<file path="src/rtl/hu_memctl.sv">
// Host-to-asynchronous-memory strobe sequencer for the shared SRAM/EPROM bus.
// All pad-side outputs are registered from the next-state decode.
module hu_memctl #(
  parameter int unsigned RD_CYC   = 2,
  parameter int unsigned WR_CYC   = 1,
  parameter int unsigned TURN_CYC = 1
) (
  input  logic        clk,
  input  logic        rst,
  input  logic        req,
  input  logic        we,
  input  logic [19:0] addr,
  input  logic [7:0]  wdata,
  output logic        ack,
  output logic        err,
  output logic [7:0]  rdata,
  output logic        busy,
  output logic [18:0] mem_a,
  output logic [7:0]  mem_d_o,
  output logic        mem_d_oe,
  input  logic [7:0]  mem_d_i,
  output logic        ncs_ram,
  output logic        ncs_rom,
  output logic        noe,
  output logic        nwe
);

  localparam int unsigned M1 = (RD_CYC > WR_CYC) ? RD_CYC : WR_CYC;
  localparam int unsigned M2 = (M1 > TURN_CYC) ? M1 : TURN_CYC;
  localparam int CW = (M2 < 2) ? 1 : $clog2(M2);

  typedef enum logic [2:0] {
    S_IDLE, S_RD, S_WSU, S_WR, S_WH, S_DONE, S_TURN
  } state_t;

  state_t        state_q, state_nxt;
  logic [CW-1:0] cnt_q, cnt_nxt;
  logic          op_rd_q, op_rd_nxt;
  logic          op_err_q, op_err_nxt;
  logic          op_rom_q, op_rom_nxt;
  logic          take, rd_last;
  logic          act_nxt;

  always_comb begin
    state_nxt  = state_q;
    cnt_nxt    = cnt_q;
    op_rd_nxt  = op_rd_q;
    op_err_nxt = op_err_q;
    op_rom_nxt = op_rom_q;
    take       = 1'b0;
    rd_last    = 1'b0;
    case (state_q)
      S_IDLE: begin
        if (req) begin
          take       = 1'b1;
          op_rd_nxt  = ~we;
          op_rom_nxt = addr[19];
          op_err_nxt = we & addr[19];
          if (!we) begin
            state_nxt = S_RD;
            cnt_nxt   = CW'(RD_CYC - 1);
          end else if (addr[19]) begin
            state_nxt = S_DONE;
          end else begin
            state_nxt = S_WSU;
          end
        end
      end
      S_RD: begin
        if (cnt_q == '0) begin
          state_nxt = S_DONE;
          rd_last   = 1'b1;
        end else begin
          cnt_nxt = cnt_q - CW'(1);
        end
      end
      S_WSU: begin
        state_nxt = S_WR;
        cnt_nxt   = CW'(WR_CYC - 1);
      end
      S_WR: begin
        if (cnt_q == '0) state_nxt = S_WH;
        else             cnt_nxt   = cnt_q - CW'(1);
      end
      S_WH: state_nxt = S_DONE;
      S_DONE: begin
        if (op_rd_q && TURN_CYC != 0) begin
          state_nxt = S_TURN;
          cnt_nxt   = CW'(TURN_CYC - 1);
        end else begin
          state_nxt = S_IDLE;
        end
      end
      S_TURN: begin
        if (cnt_q == '0) state_nxt = S_IDLE;
        else             cnt_nxt   = cnt_q - CW'(1);
      end
      default: state_nxt = S_IDLE;
    endcase
    act_nxt = state_nxt inside {S_RD, S_WSU, S_WR, S_WH};
  end

  // Strobes are decoded from the next state so each pad register lines up
  // with the state it belongs to; ack/err trail DONE by one registered cycle.
  always_ff @(posedge clk) begin
    if (rst) begin
      state_q  <= S_IDLE;
      cnt_q    <= '0;
      op_rd_q  <= 1'b0;
      op_err_q <= 1'b0;
      op_rom_q <= 1'b0;
      ncs_ram  <= 1'b1;
      ncs_rom  <= 1'b1;
      noe      <= 1'b1;
      nwe      <= 1'b1;
      mem_d_oe <= 1'b0;
      busy     <= 1'b0;
      ack      <= 1'b0;
      err      <= 1'b0;
      rdata    <= '0;
      mem_a    <= '0;
      mem_d_o  <= '0;
    end else begin
      state_q  <= state_nxt;
      cnt_q    <= cnt_nxt;
      op_rd_q  <= op_rd_nxt;
      op_err_q <= op_err_nxt;
      op_rom_q <= op_rom_nxt;
      ncs_ram  <= ~(act_nxt & ~op_rom_nxt);
      ncs_rom  <= ~(act_nxt & op_rom_nxt);
      noe      <= (state_nxt != S_RD);
      nwe      <= (state_nxt != S_WR);
      mem_d_oe <= state_nxt inside {S_WSU, S_WR, S_WH};
      busy     <= (state_nxt != S_IDLE);
      ack      <= (state_q == S_DONE);
      err      <= (state_q == S_DONE) & op_err_q;
      if (rd_last) rdata <= mem_d_i;
      if (take && !(we && addr[19]))
        mem_a <= addr[19] ? {1'b0, addr[17:0]} : addr[18:0];
      if (take && we && !addr[19]) mem_d_o <= wdata;
    end
  end

endmodule

</file>
<file path="config.mk">
export PLATFORM = sky130hd
export DESIGN_NAME = hu_memctl
export DESIGN_NICKNAME = d
export VERILOG_FILES = /design/src/rtl/hu_memctl.sv
export SDC_FILE = /design/constraint.sdc
export NUM_CORES = 1
export LEC_CHECK = 0
export ABC_AREA = 1
export BUFFER_PORTS_ARGS = -buffer_cell sky130_fd_sc_hd__buf_2
export CORE_ASPECT_RATIO = 0.7
export CORE_UTILIZATION = 41
export CTS_BUF_LIST = sky130_fd_sc_hd__clkbuf_8
export CTS_CLUSTER_DIAMETER = 100
export CTS_CLUSTER_SIZE = 10
export DETAILED_ROUTE_END_ITERATION = 8
export PLACE_DENSITY = 0.8
export SETUP_SLACK_MARGIN = 0.4
export SLEW_MARGIN = 20
export SYNTH_ARGS = -nofsm -noshare
export SYNTH_HDL_FRONTEND = slang
export SYNTH_SLANG_ARGS = --single-unit
</file>
<file path="constraint.sdc">
create_clock -name clk -period 1.75 [get_ports clk]
set_clock_uncertainty 0.05 [all_clocks]
set_input_delay 0.525 -clock clk [delete_from_list [all_inputs] [get_ports clk]]
set_output_delay 0.525 -clock clk [all_outputs]
set_load 0.03 [all_outputs]
</file>
# == Word level (Yosys, flattened, before mapping) ==
# Cells that the tools add are included.
# word_totals
out_inout_bits,43
regBits,50
wordCells,74
# classes
n_mux,20
n_addsub,1
bitwise,8
n_eq_ne,15
n_reduce_logical,14
# ops
op,count
two-way mux 3 bit,7
case mux 3 bit (7 select lines),1
two-way mux 19 bit,1
== test 3 x 2 -> 1 bit (second input constant),4
== test 3 bit (second input constant),4
two-way mux 1 bit,10
nonzero test 4 bit,2
== test 3 x 1 -> 1 bit (second input constant),2
inequality test 2 bit (second input constant),3
nonzero test 3 bit,2
AND 1 bit,4
logical AND 1 bit,4
NOT 1 bit,4
case mux 1 bit (4 select lines),1
AND reduction 4 bit,1
logical NOT 3 bit,1
inequality test 3 x 1 -> 1 bit (second input constant),1
inequality test 3 x 2 -> 1 bit (second input constant),1
OR reduction 3 bit,1
logical NOT 1 bit,2
AND reduction 2 bit,1
subtractor 1 bit (second input constant),1

# == Longest topological paths before layout ==
# Gate-level depths: netlist of run 1.
# depth
ltp_word,8
ltp_mapped,11

# == Worst setup path after synthesis of run 1 ==
# No wires, ideal clock.
# synth_path
path_kind,input to register
start,in we
end,reg mem_a[10]
required_time_ps,1562
t_arrival_ps,1148
n_path_buf,1
path_slack_ps,414
cell_stages,5
cell_sequence,nand2_1 nand2_2 buf_6 nand2_1 a21oi_2
# synth_via
elab_chain_cells,3
# synth_rtl
element,line,rtl
from (decl),11,"input logic we,"
logical AND 1 bit,138,if (take && !(we && addr[19]))
logical NOT 1 bit,138,
logical AND 1 bit,138,
to (signal assigned),139,"mem_a <= addr[19] ? {1'b0, addr[17:0]} : addr[18:0];"
to (decl),18,"output logic [18:0] mem_a,"
# Every way passes these cells.
# A chain may end at the register's enable or synchronous reset.

# == Worst setup path after layout of run 1 ==
# layout_path
start,reg state_q[1]
end,reg mem_a[0]
# layout_via
elab_chain_cells,3
# layout_rtl
element,line,rtl
from (decl),36,"state_t state_q, state_nxt;"
from (signal assigned),124,state_q <= state_nxt;
logical NOT 3 bit,52,case (state_q)
two-way mux 1 bit,52,
logical AND 1 bit,138,
# Every way passes these cells.

==> results of run 1 <==
==> cells by family (layout without fill, tap and decap cells) <==
kind of cell | count (synthesis) | after routing | synth area share [%]
simple gates | 135 | 135 | 31.9
buf+inv | 28 | 126 | 8.74
flops | 50 | 50 | 46.9
compound gates | 45 | 45 | 12.4
==> layout make-up <==
class                   count  share of cell area [%]
clock buffers               6                    2.52
well taps                  69                    2.63
multi-input cells         180                    33.0
inverters                  16                    2.44
repair buffers            104                    26.8
flip-flops and latches     50                    32.6
==> synth_stat cells (all sizes together) <==
cell type	n	area [um2]
nand3	35	243
buf	10	109
clkbuf	2	7.51
nand2	48	195
o21ai	18	90.1
nand4	3	18.8
inv	16	70.1
nor3b	1	7.51
nor2	48	216
a211oi	1	7.51
a21oi	26	168
dfxtp	50	1000
==> flip-flops by register name, summed over array words and instances, names as in the netlist <==
name	flops
mem_a	19
mem_d_o	8
rdata	8
state_q	3
ack	1
busy	1
cnt_q	1
err	1
mem_d_oe	1
ncs_ram	1
ncs_rom	1
noe	1
nwe	1
op_err_q	1
op_rd_q	1
op_rom_q	1
==> repair_timing <==
action,in CTS,in global routing
setup endpoints to repair,85,80
setup buffers,8,9
resized for setup,132,51
pin swaps,2,11
cloned,0,0
==> routing by layer <==
metal	vias to the layer above	routed length, um
met3	25	310
met2	77	3110
met1	998	2460
met5	-	0
li1	1043	-
met4	0	176
==> stage by stage <==
step                hold slack, ns  utilization, %  worst slack (ns)
floorplan                    0.386               -             0.414
global placement             0.396            52.2             0.119
detailed placement           0.404            52.2             0.104
CTS                          0.417            62.1             0.372
global route                 0.417            67.1             0.292
finish                       0.420            67.1             0.343
==> worst max-delay path, cell delays in order (launching register included) <==
cell	delay, ns
sky130_fd_sc_hd__dfxtp_4	0.37
sky130_fd_sc_hd__buf_8	0.14
sky130_fd_sc_hd__nor2_8	0.11
sky130_fd_sc_hd__nand3_4	0.16
sky130_fd_sc_hd__inv_8	0.15
sky130_fd_sc_hd__nand2_8	0.12
sky130_fd_sc_hd__nand2_1	0.11
sky130_fd_sc_hd__a21oi_1	0.08
==> layout by cell type (no fill, tap or decap), drive strengths merged <==
master	synthesis	final
a211oi	1	1
a21oi	26	26
buf	10	104
clkbuf	2	6
dfxtp	50	50
inv	16	16
nand2	48	48
nand3	35	35
nand4	3	3
nor2	48	48
nor3b	1	1
o21ai	18	18
==> where the power goes <==
group | switching [mW] | leakage (nW) | internal, mW
sequential | 0.189 | 0.427 | 1.40
combinational | 1.15 | 0.973 | 0.834
clock | 0.346 | 0.0431 | 0.305
==> path summary, 6_finish.rpt <==
| kind | endpoint | start |
|---|---|---|
| max | mem_a[0] | state_q[1] |
| max reg2reg | mem_a[0] | state_q[1] |
| min | rdata[2] | mem_d_i[2] |
| min reg2reg | mem_a[13] | mem_a[13] |
==> impl_metrics.prom, run 1 <==
# TYPE chip_impl_metric gauge
chip_impl_metric{name="final-hold-violation-count",unit=""} 0
chip_impl_metric{name="layoutNonFillerInstCount",unit=""} 425
chip_impl_metric{name="die_y",unit="um"} 62.4
chip_impl_metric{name="cts.reportedPaths.clkPinSlew",unit="ns"} 0.08
chip_impl_metric{name="floorplan.core_area",unit="um2"} 4890
chip_impl_metric{name="vias_per_cell",unit=""} 5.04
chip_impl_metric{name="initial_utilization",unit="%"} 43.7
chip_impl_metric{name="area_of_the_multi_input_gates",unit="um2"} 1080
chip_impl_info{name="setup.worst_path.start_class",value="flip-flop"} 1
chip_impl_metric{name="timing.critical_path.required",unit="ns"} 1.87
chip_impl_metric{name="total_leakage_power",unit="nW"} 1.44
chip_impl_metric{name="timing.hold.worst_path_depth",unit=""} 3
chip_impl_info{name="crit_type",value="flip-flop to flip-flop"} 1
chip_impl_info{name="outcome",value="completed"} 1
chip_impl_metric{name="grt_max_degree",unit=""} 21
chip_impl_metric{name="timing_worst_slew_pin_value",unit="ns"} 0.453
chip_impl_metric{name="timing.final.crit_share",unit="%"} 80.4
chip_impl_metric{name="grt_first_pass_wirelength",unit="um"} 8890
chip_impl_metric{name="timing.reg2reg.worst_path_depth",unit=""} 7
chip_impl_metric{name="setup.reg_to_reg.worst_slack",unit="ns"} 0.34
chip_impl_metric{name="synth_area",unit="um2"} 2130
chip_impl_metric{name="die_area",unit="um2"} 5500
chip_impl_metric{name="arrival",unit="ns"} 1.53
chip_impl_metric{name="groute.layer.met1.usage",unit="%"} 26.6
chip_impl_metric{name="power.total",unit="mW"} 4.22
chip_impl_metric{name="finish.net_count",unit=""} 397
chip_impl_metric{name="layout-drive-gt1-share",unit="%"} 61.8
chip_impl_metric{name="finalMaxSlewViolations",unit=""} 0
chip_impl_metric{name="buffer_ports.inserted",unit=""} 82
chip_impl_metric{name="number_of_library_cell_types_mapped_by_synthesis",unit=""} 26
chip_impl_metric{name="synthesis.yosys.warnings",unit=""} 0
chip_impl_metric{name="syn_inst",unit=""} 258
chip_impl_metric{name="dpl_cell_area",unit="um2"} 2550
chip_impl_metric{name="final_antenna_net_count",unit=""} 0
chip_impl_metric{name="synthToLayoutAreaGrowth",unit="%"} 53.6
chip_impl_metric{name="grt_antenna_before_repair",unit=""} 0
chip_impl_metric{name="maxSlewHeadroom",unit="%"} 69.8
chip_impl_metric{name="synth.ff_latch_count",unit=""} 50
chip_impl_metric{name="timing.final.setup_violations",unit=""} 0
chip_impl_info{name="gr-max-usage-layer",value="met2"} 1
chip_impl_metric{name="h-tree-depth",unit=""} 2
chip_impl_metric{name="drt_pre_antenna_iters",unit=""} 4
chip_impl_metric{name="fin_tns_setup",unit="ns"} 0
chip_impl_info{name="tritoncts",value="yes"} 1
chip_impl_metric{name="postLayoutCellArea",unit="um2"} 3280
chip_impl_info{name="critPathCaptureType",value="flip-flop"} 1
chip_impl_metric{name="final-seq-area",unit="um2"} 1070
chip_impl_metric{name="groute.usage.overall",unit="%"} 20.9
chip_impl_metric{name="cellPowerDensity",unit="nW/um2"} 1290
chip_impl_metric{name="tritoncts.num_buffers",unit=""} 5
chip_impl_metric{name="post-place-cells",unit=""} 402
chip_impl_metric{name="boundaryPins",unit=""} 83
chip_impl_metric{name="shortest_clock_period_the_worst_path_allows_after_layout",unit="ns"} 1.41
chip_impl_metric{name="grt_util_met3",unit="%"} 4.65
chip_impl_metric{name="postCtsHoldBufs",unit=""} 0
chip_impl_metric{name="grt_met2_usage",unit="%"} 34.4
chip_impl_metric{name="drt-total-wl",unit="um"} 6060
chip_impl_metric{name="dp_hpwl",unit="um"} 3600
chip_impl_metric{name="grt_overflow",unit=""} 0
chip_impl_metric{name="chipWidth",unit="um"} 88.2
chip_impl_metric{name="max_clock_freq",unit="MHz"} 711
chip_impl_metric{name="share_of_synthesized_area_occupied_by_flip_flops_and_latches",unit="%"} 46.9
chip_impl_metric{name="drc_errors",unit=""} 0
chip_impl_metric{name="nets_in_the_synthesized_netlist",unit=""} 298
chip_impl_metric{name="maxCapViolCount",unit=""} 0
chip_impl_metric{name="timing.critical_path.fanout_max",unit=""} 19
chip_impl_metric{name="cts_sinks",unit=""} 50
chip_impl_metric{name="insertedDiodeCount",unit=""} 0
chip_impl_metric{name="via_count_of_the_first_global_routing_pass",unit=""} 1957
chip_impl_metric{name="clock_insertion_delay_worst_skew",unit="ns"} 0.29
chip_impl_metric{name="syn-mean-instance-area",unit="um2"} 8.27
chip_impl_info{name="hold_class",value="primary input to flip-flop"} 1
chip_impl_metric{name="max-clock-path-buffers",unit=""} 2
chip_impl_metric{name="worst_ir_drop_vdd",unit="uV"} 731
chip_impl_metric{name="vias_post_dr",unit=""} 2143
chip_impl_info{name="grt_setup_unrepaired",value="true"} 1
chip_impl_metric{name="first_iter_violations",unit=""} 164
chip_impl_metric{name="avgRoutedWirePerCell",unit="um"} 14.3
chip_impl_metric{name="gp_congestion",unit=""} 0.898
chip_impl_metric{name="num_rows",unit=""} 21
chip_impl_metric{name="filler_cell_count_in_the_final_layout",unit=""} 373
chip_impl_info{name="ctsRootBufferMaster",value="sky130_fd_sc_hd__clkbuf_8"} 1
(Power assumes the default switching activity.)
==> run 2: changes to the inputs <==
--- a/config.mk
+++ b/config.mk
@@ -5,7 +5,7 @@
 export SDC_FILE = /design/constraint.sdc
 export NUM_CORES = 1
 export LEC_CHECK = 0
-export ABC_AREA = 1
+export ABC_AREA = 0
 export BUFFER_PORTS_ARGS = -buffer_cell sky130_fd_sc_hd__buf_2
 export CORE_ASPECT_RATIO = 0.7
 export CORE_UTILIZATION = 41
@@ -13,7 +13,7 @@
 export CTS_CLUSTER_DIAMETER = 100
 export CTS_CLUSTER_SIZE = 10
 export DETAILED_ROUTE_END_ITERATION = 8
-export PLACE_DENSITY = 0.8
+export PLACE_DENSITY = 0.82
 export SETUP_SLACK_MARGIN = 0.4
 export SLEW_MARGIN = 20
 export SYNTH_ARGS = -nofsm -noshare
==> constraint.sdc (replaced) <==
create_clock -name clk -period 1.3 [get_ports clk]
set_clock_uncertainty 0.05 [all_clocks]
set_input_delay 0.39 -clock clk [delete_from_list [all_inputs] [get_ports clk]]
set_output_delay 0.39 -clock clk [all_outputs]
set_load 0.03 [all_outputs]
==> run 2 against run 1 <==
  * The flow now finishes with violations (setup timing)
  * Global-route usage up 1.3 points
  * Register-to-register slack lost 0.62 ns
  * Critical path depth is 1 lower
  * Wire length decreased by 2.4%
  * Cell count shrank 7.8%
  * Sequential share of layout area decreased by 1.2 points
  * Synthesized cell count fell by 17%
  * Worst setup slack got worse by 0.62 ns
  * Non-clock buffer count up 27
  * Utilization is 15 points higher
  * Combinational power down 14%
  * Die area is 13% lower
  * Critical path type unchanged
==> impl_metrics.prom, run 2 <==
# TYPE chip_impl_metric gauge
chip_impl_info{name="outcome",value="finished, violations left"} 1
chip_impl_info{name="violations",value="setup timing"} 1
chip_impl_metric{name="final-hold-violation-count",unit=""} 0
chip_impl_info{name="tritoncts",value="yes"} 1
chip_impl_metric{name="filler_cell_count_in_the_final_layout",unit=""} 253
chip_impl_metric{name="timing.final.setup_violations",unit=""} 48
chip_impl_metric{name="whs",unit="ns"} 0.255
chip_impl_metric{name="layout-drive-gt1-share",unit="%"} 69.1
chip_impl_metric{name="share_of_synthesized_area_occupied_by_flip_flops_and_latches",unit="%"} 54.4
chip_impl_metric{name="setup.reg_to_reg.worst_slack",unit="ns"} -0.27
chip_impl_metric{name="area_of_the_multi_input_gates",unit="um2"} 992
chip_impl_metric{name="grt_max_degree",unit=""} 20
chip_impl_metric{name="final-seq-area",unit="um2"} 1060
chip_impl_info{name="ys_top_cells_by_area",value="sky130_fd_sc_hd__dfxtp_1, sky130_fd_sc_hd__nand2_1, sky130_fd_sc_hd__a21oi_1, sky130_fd_sc_hd__mux2i_1, sky130_fd_sc_hd__nor2_1"} 1
chip_impl_metric{name="synth.ff_latch_count",unit=""} 50
chip_impl_info{name="critPathCaptureType",value="flip-flop"} 1
chip_impl_info{name="register_containing_the_most_flip_flops_in_the_final_layout",value="mem_a"} 1
chip_impl_info{name="layout.cells.most_common",value="sky130_fd_sc_hd__buf_6"} 1
chip_impl_metric{name="chipWidth",unit="um"} 82.1
chip_impl_metric{name="cts_sinks",unit=""} 50
chip_impl_metric{name="timing_worst_slew_pin_value",unit="ns"} 0.253
chip_impl_info{name="reg2reg_to",value="ncs_rom"} 1
chip_impl_metric{name="drc_errors",unit=""} 0
chip_impl_metric{name="timing.final.crit_share",unit="%"} 121
chip_impl_metric{name="groute.usage.overall",unit="%"} 22.2
chip_impl_metric{name="number_of_library_cell_types_mapped_by_synthesis",unit=""} 29
chip_impl_metric{name="insertedDiodeCount",unit=""} 0
chip_impl_metric{name="drt_pre_antenna_iters",unit=""} 4
chip_impl_metric{name="fin_tns_setup",unit="ns"} -9.28
chip_impl_metric{name="tritoncts.num_buffers",unit=""} 5
chip_impl_info{name="synth_common_cells",value="sky130_fd_sc_hd__nand2_1, sky130_fd_sc_hd__dfxtp_1, sky130_fd_sc_hd__a21oi_1"} 1
chip_impl_metric{name="postLayoutCellArea",unit="um2"} 3380
chip_impl_metric{name="clock_insertion_delay_worst_skew",unit="ns"} 0.31
chip_impl_metric{name="synthDominantCellAreaShare",unit="%"} 54.4
chip_impl_metric{name="total_leakage_power",unit="nW"} 1.52
chip_impl_info{name="most_used_standard_cell_by_instance_count_after_synthesis",value="sky130_fd_sc_hd__nand2_1"} 1
chip_impl_metric{name="worst_ir_drop_vdd",unit="uV"} 995
chip_impl_metric{name="cellPowerDensity",unit="nW/um2"} 1330
chip_impl_metric{name="grt_antenna_before_repair",unit=""} 0
chip_impl_metric{name="avgRoutedWirePerCell",unit="um"} 15.1
chip_impl_info{name="r2r-start",value="state_q[0]"} 1
chip_impl_metric{name="die_y",unit="um"} 58.1
chip_impl_info{name="most-common-layout-cells",value="sky130_fd_sc_hd__buf_6, sky130_fd_sc_hd__dfxtp_2, sky130_fd_sc_hd__buf_2"} 1
chip_impl_info{name="setup.worst_path.start_class",value="flip-flop"} 1
chip_impl_metric{name="synthesis.yosys.warnings",unit=""} 0
chip_impl_metric{name="timing.hold.worst_path_depth",unit=""} 3
chip_impl_metric{name="first_iter_violations",unit=""} 48
chip_impl_metric{name="largest_register_ffs",unit=""} 19
chip_impl_metric{name="buffer_ports.inserted",unit=""} 82
chip_impl_metric{name="max_clock_freq",unit="MHz"} 636
chip_impl_metric{name="layoutNonFillerInstCount",unit=""} 392
chip_impl_metric{name="finish.net_count",unit=""} 379
chip_impl_metric{name="synth_area",unit="um2"} 1840
chip_impl_metric{name="preCtsSetupSlack",unit="ns"} -0.351
chip_impl_metric{name="postCtsHoldBufs",unit=""} 0
chip_impl_metric{name="power.total",unit="mW"} 4.49
chip_impl_metric{name="async_reset_ff_share",unit="%"} 0
chip_impl_metric{name="synthToLayoutAreaGrowth",unit="%"} 83.8
chip_impl_info{name="dominantRegCellSynth",value="sky130_fd_sc_hd__dfxtp_1"} 1
chip_impl_metric{name="boundaryPins",unit=""} 83
chip_impl_info{name="worst_hold_path.endpoint",value="rdata[4]"} 1
chip_impl_metric{name="shortest_clock_period_the_worst_path_allows_after_layout",unit="ns"} 1.57
chip_impl_metric{name="num_rows",unit=""} 19
chip_impl_metric{name="dp_hpwl",unit="um"} 3260
chip_impl_metric{name="gp_congestion",unit=""} 0.849
chip_impl_metric{name="grt_first_pass_wirelength",unit="um"} 7980
chip_impl_metric{name="initial_utilization",unit="%"} 44.8
chip_impl_metric{name="final_util",unit="%"} 82.3
chip_impl_info{name="crit_type",value="flip-flop to flip-flop"} 1
chip_impl_metric{name="synth-edff-count",unit=""} 0
chip_impl_metric{name="nets_in_the_synthesized_netlist",unit=""} 253
chip_impl_metric{name="vias_post_dr",unit=""} 1971
chip_impl_metric{name="arrival",unit="ns"} 1.75
chip_impl_metric{name="via_count_of_the_first_global_routing_pass",unit=""} 1801
chip_impl_info{name="synthDominantAreaCellType",value="sky130_fd_sc_hd__dfxtp_1"} 1
chip_impl_info{name="ctsRootBufferMaster",value="sky130_fd_sc_hd__clkbuf_8"} 1
chip_impl_metric{name="fin_ws",unit="ns"} -0.273
chip_impl_info{name="hold_class",value="primary input to flip-flop"} 1
chip_impl_metric{name="drt-total-wl",unit="um"} 5910
chip_impl_metric{name="maxSlewHeadroom",unit="%"} 83.1
chip_impl_metric{name="vias_per_cell",unit=""} 5.03
chip_impl_info{name="worst_hold_startpoint",value="mem_d_i[4]"} 1
chip_impl_metric{name="floorplan.core_area",unit="um2"} 4110
chip_impl_metric{name="h-tree-depth",unit=""} 2
chip_impl_metric{name="die_area",unit="um2"} 4770
chip_impl_metric{name="post-place-cells",unit=""} 363
chip_impl_metric{name="final_antenna_net_count",unit=""} 0
chip_impl_info{name="biggestRegsByFlops",value="mem_a: 19 flops, mem_d_o: 8 flops, rdata: 8 flops"} 1
chip_impl_metric{name="finalMaxSlewViolations",unit=""} 0
chip_impl_metric{name="timing.critical_path.fanout_max",unit=""} 4
chip_impl_metric{name="syn_inst",unit=""} 213
chip_impl_metric{name="syn-mean-instance-area",unit="um2"} 8.64
chip_impl_metric{name="grt_overflow",unit=""} 0
chip_impl_metric{name="timing.reg2reg.worst_path_depth",unit=""} 6
chip_impl_metric{name="dpl_cell_area",unit="um2"} 2550
chip_impl_metric{name="maxCapViolCount",unit=""} 0
chip_impl_info{name="grt_setup_unrepaired",value="true"} 1
chip_impl_metric{name="cts.reportedPaths.clkPinSlew",unit="ns"} 0.09
chip_impl_metric{name="timing.critical_path.required",unit="ns"} 1.48
chip_impl_metric{name="max-clock-path-buffers",unit=""} 2
==> run 2: routing by layer <==
| layer | up-vias | global-route usage (%) | wire length, um |
|---|---|---|---|
| met5 | - | 0 | 0 |
| met4 | 0 | 4.51 | 51 |
| met3 | 8 | 8.50 | 335 |
| met2 | 68 | 35.4 | 2920 |
| met1 | 934 | 28.5 | 2610 |
| li1 | 961 | - | - |
==> run 2: timing repair <==
item | CTS | global route
gates cloned | 1 | 2
buffers inserted | 7 | 11
pin swaps | 3 | 7
resized for setup | 107 | 57
setup endpoints to repair | 93 | 93
==> run 2: worst max-delay path by stage <==
stage	from	to	slack, ns	depth (start not counted)
final	state_q[0]	ncs_rom	-0.27	6
after global routing	state_q[0]	ncs_rom	-0.36	7
after CTS	state_q[1]	ncs_ram	-0.31	7
after detailed placement	req	ncs_ram	-0.35	6
after global placement	req	ncs_ram	-0.25	6
after floorplan	state_q[0]	ncs_rom	-0.35	7
==> run 2: worst max-delay path, stage by stage (launching register included) <==
cell	delay [ns]
sky130_fd_sc_hd__dfxtp_2	0.38
sky130_fd_sc_hd__inv_1	0.10
sky130_fd_sc_hd__or3_1	0.38
sky130_fd_sc_hd__a32oi_1	0.23
sky130_fd_sc_hd__buf_4	0.17
sky130_fd_sc_hd__a21oi_2	0.06
sky130_fd_sc_hd__o21ai_1	0.13
==> run 2: kinds of logic (layout without fill, tap and decap cells) <==
group / Yosys count / in the layout / synth area share (%)
simple gates: 95 / 95 / 22.4
flops: 50 / 50 / 54.4
compound gates: 43 / 43 / 13.9
buf+inv: 16 / 143 / 4.49
mux: 9 / 9 / 4.89
==> run 2: report_power, final <==
part           switching (mW)  leakage, nW  internal (mW)  total [mW]
logic                   0.861         1.05          0.843        1.70
clock network           0.523       0.0472          0.429       0.951
registers               0.131        0.426           1.71        1.84
total                    1.51         1.52           2.98        4.49
==> run 2: cell type report <==
cell class,count,share of cell area (%)
clock buffer,6,2.44
clock inverter,2,0.370
tap,52,1.92
inverter,4,0.444
sequential,50,31.4
multi-input combinational,147,29.3
timing repair buffer,131,34.1
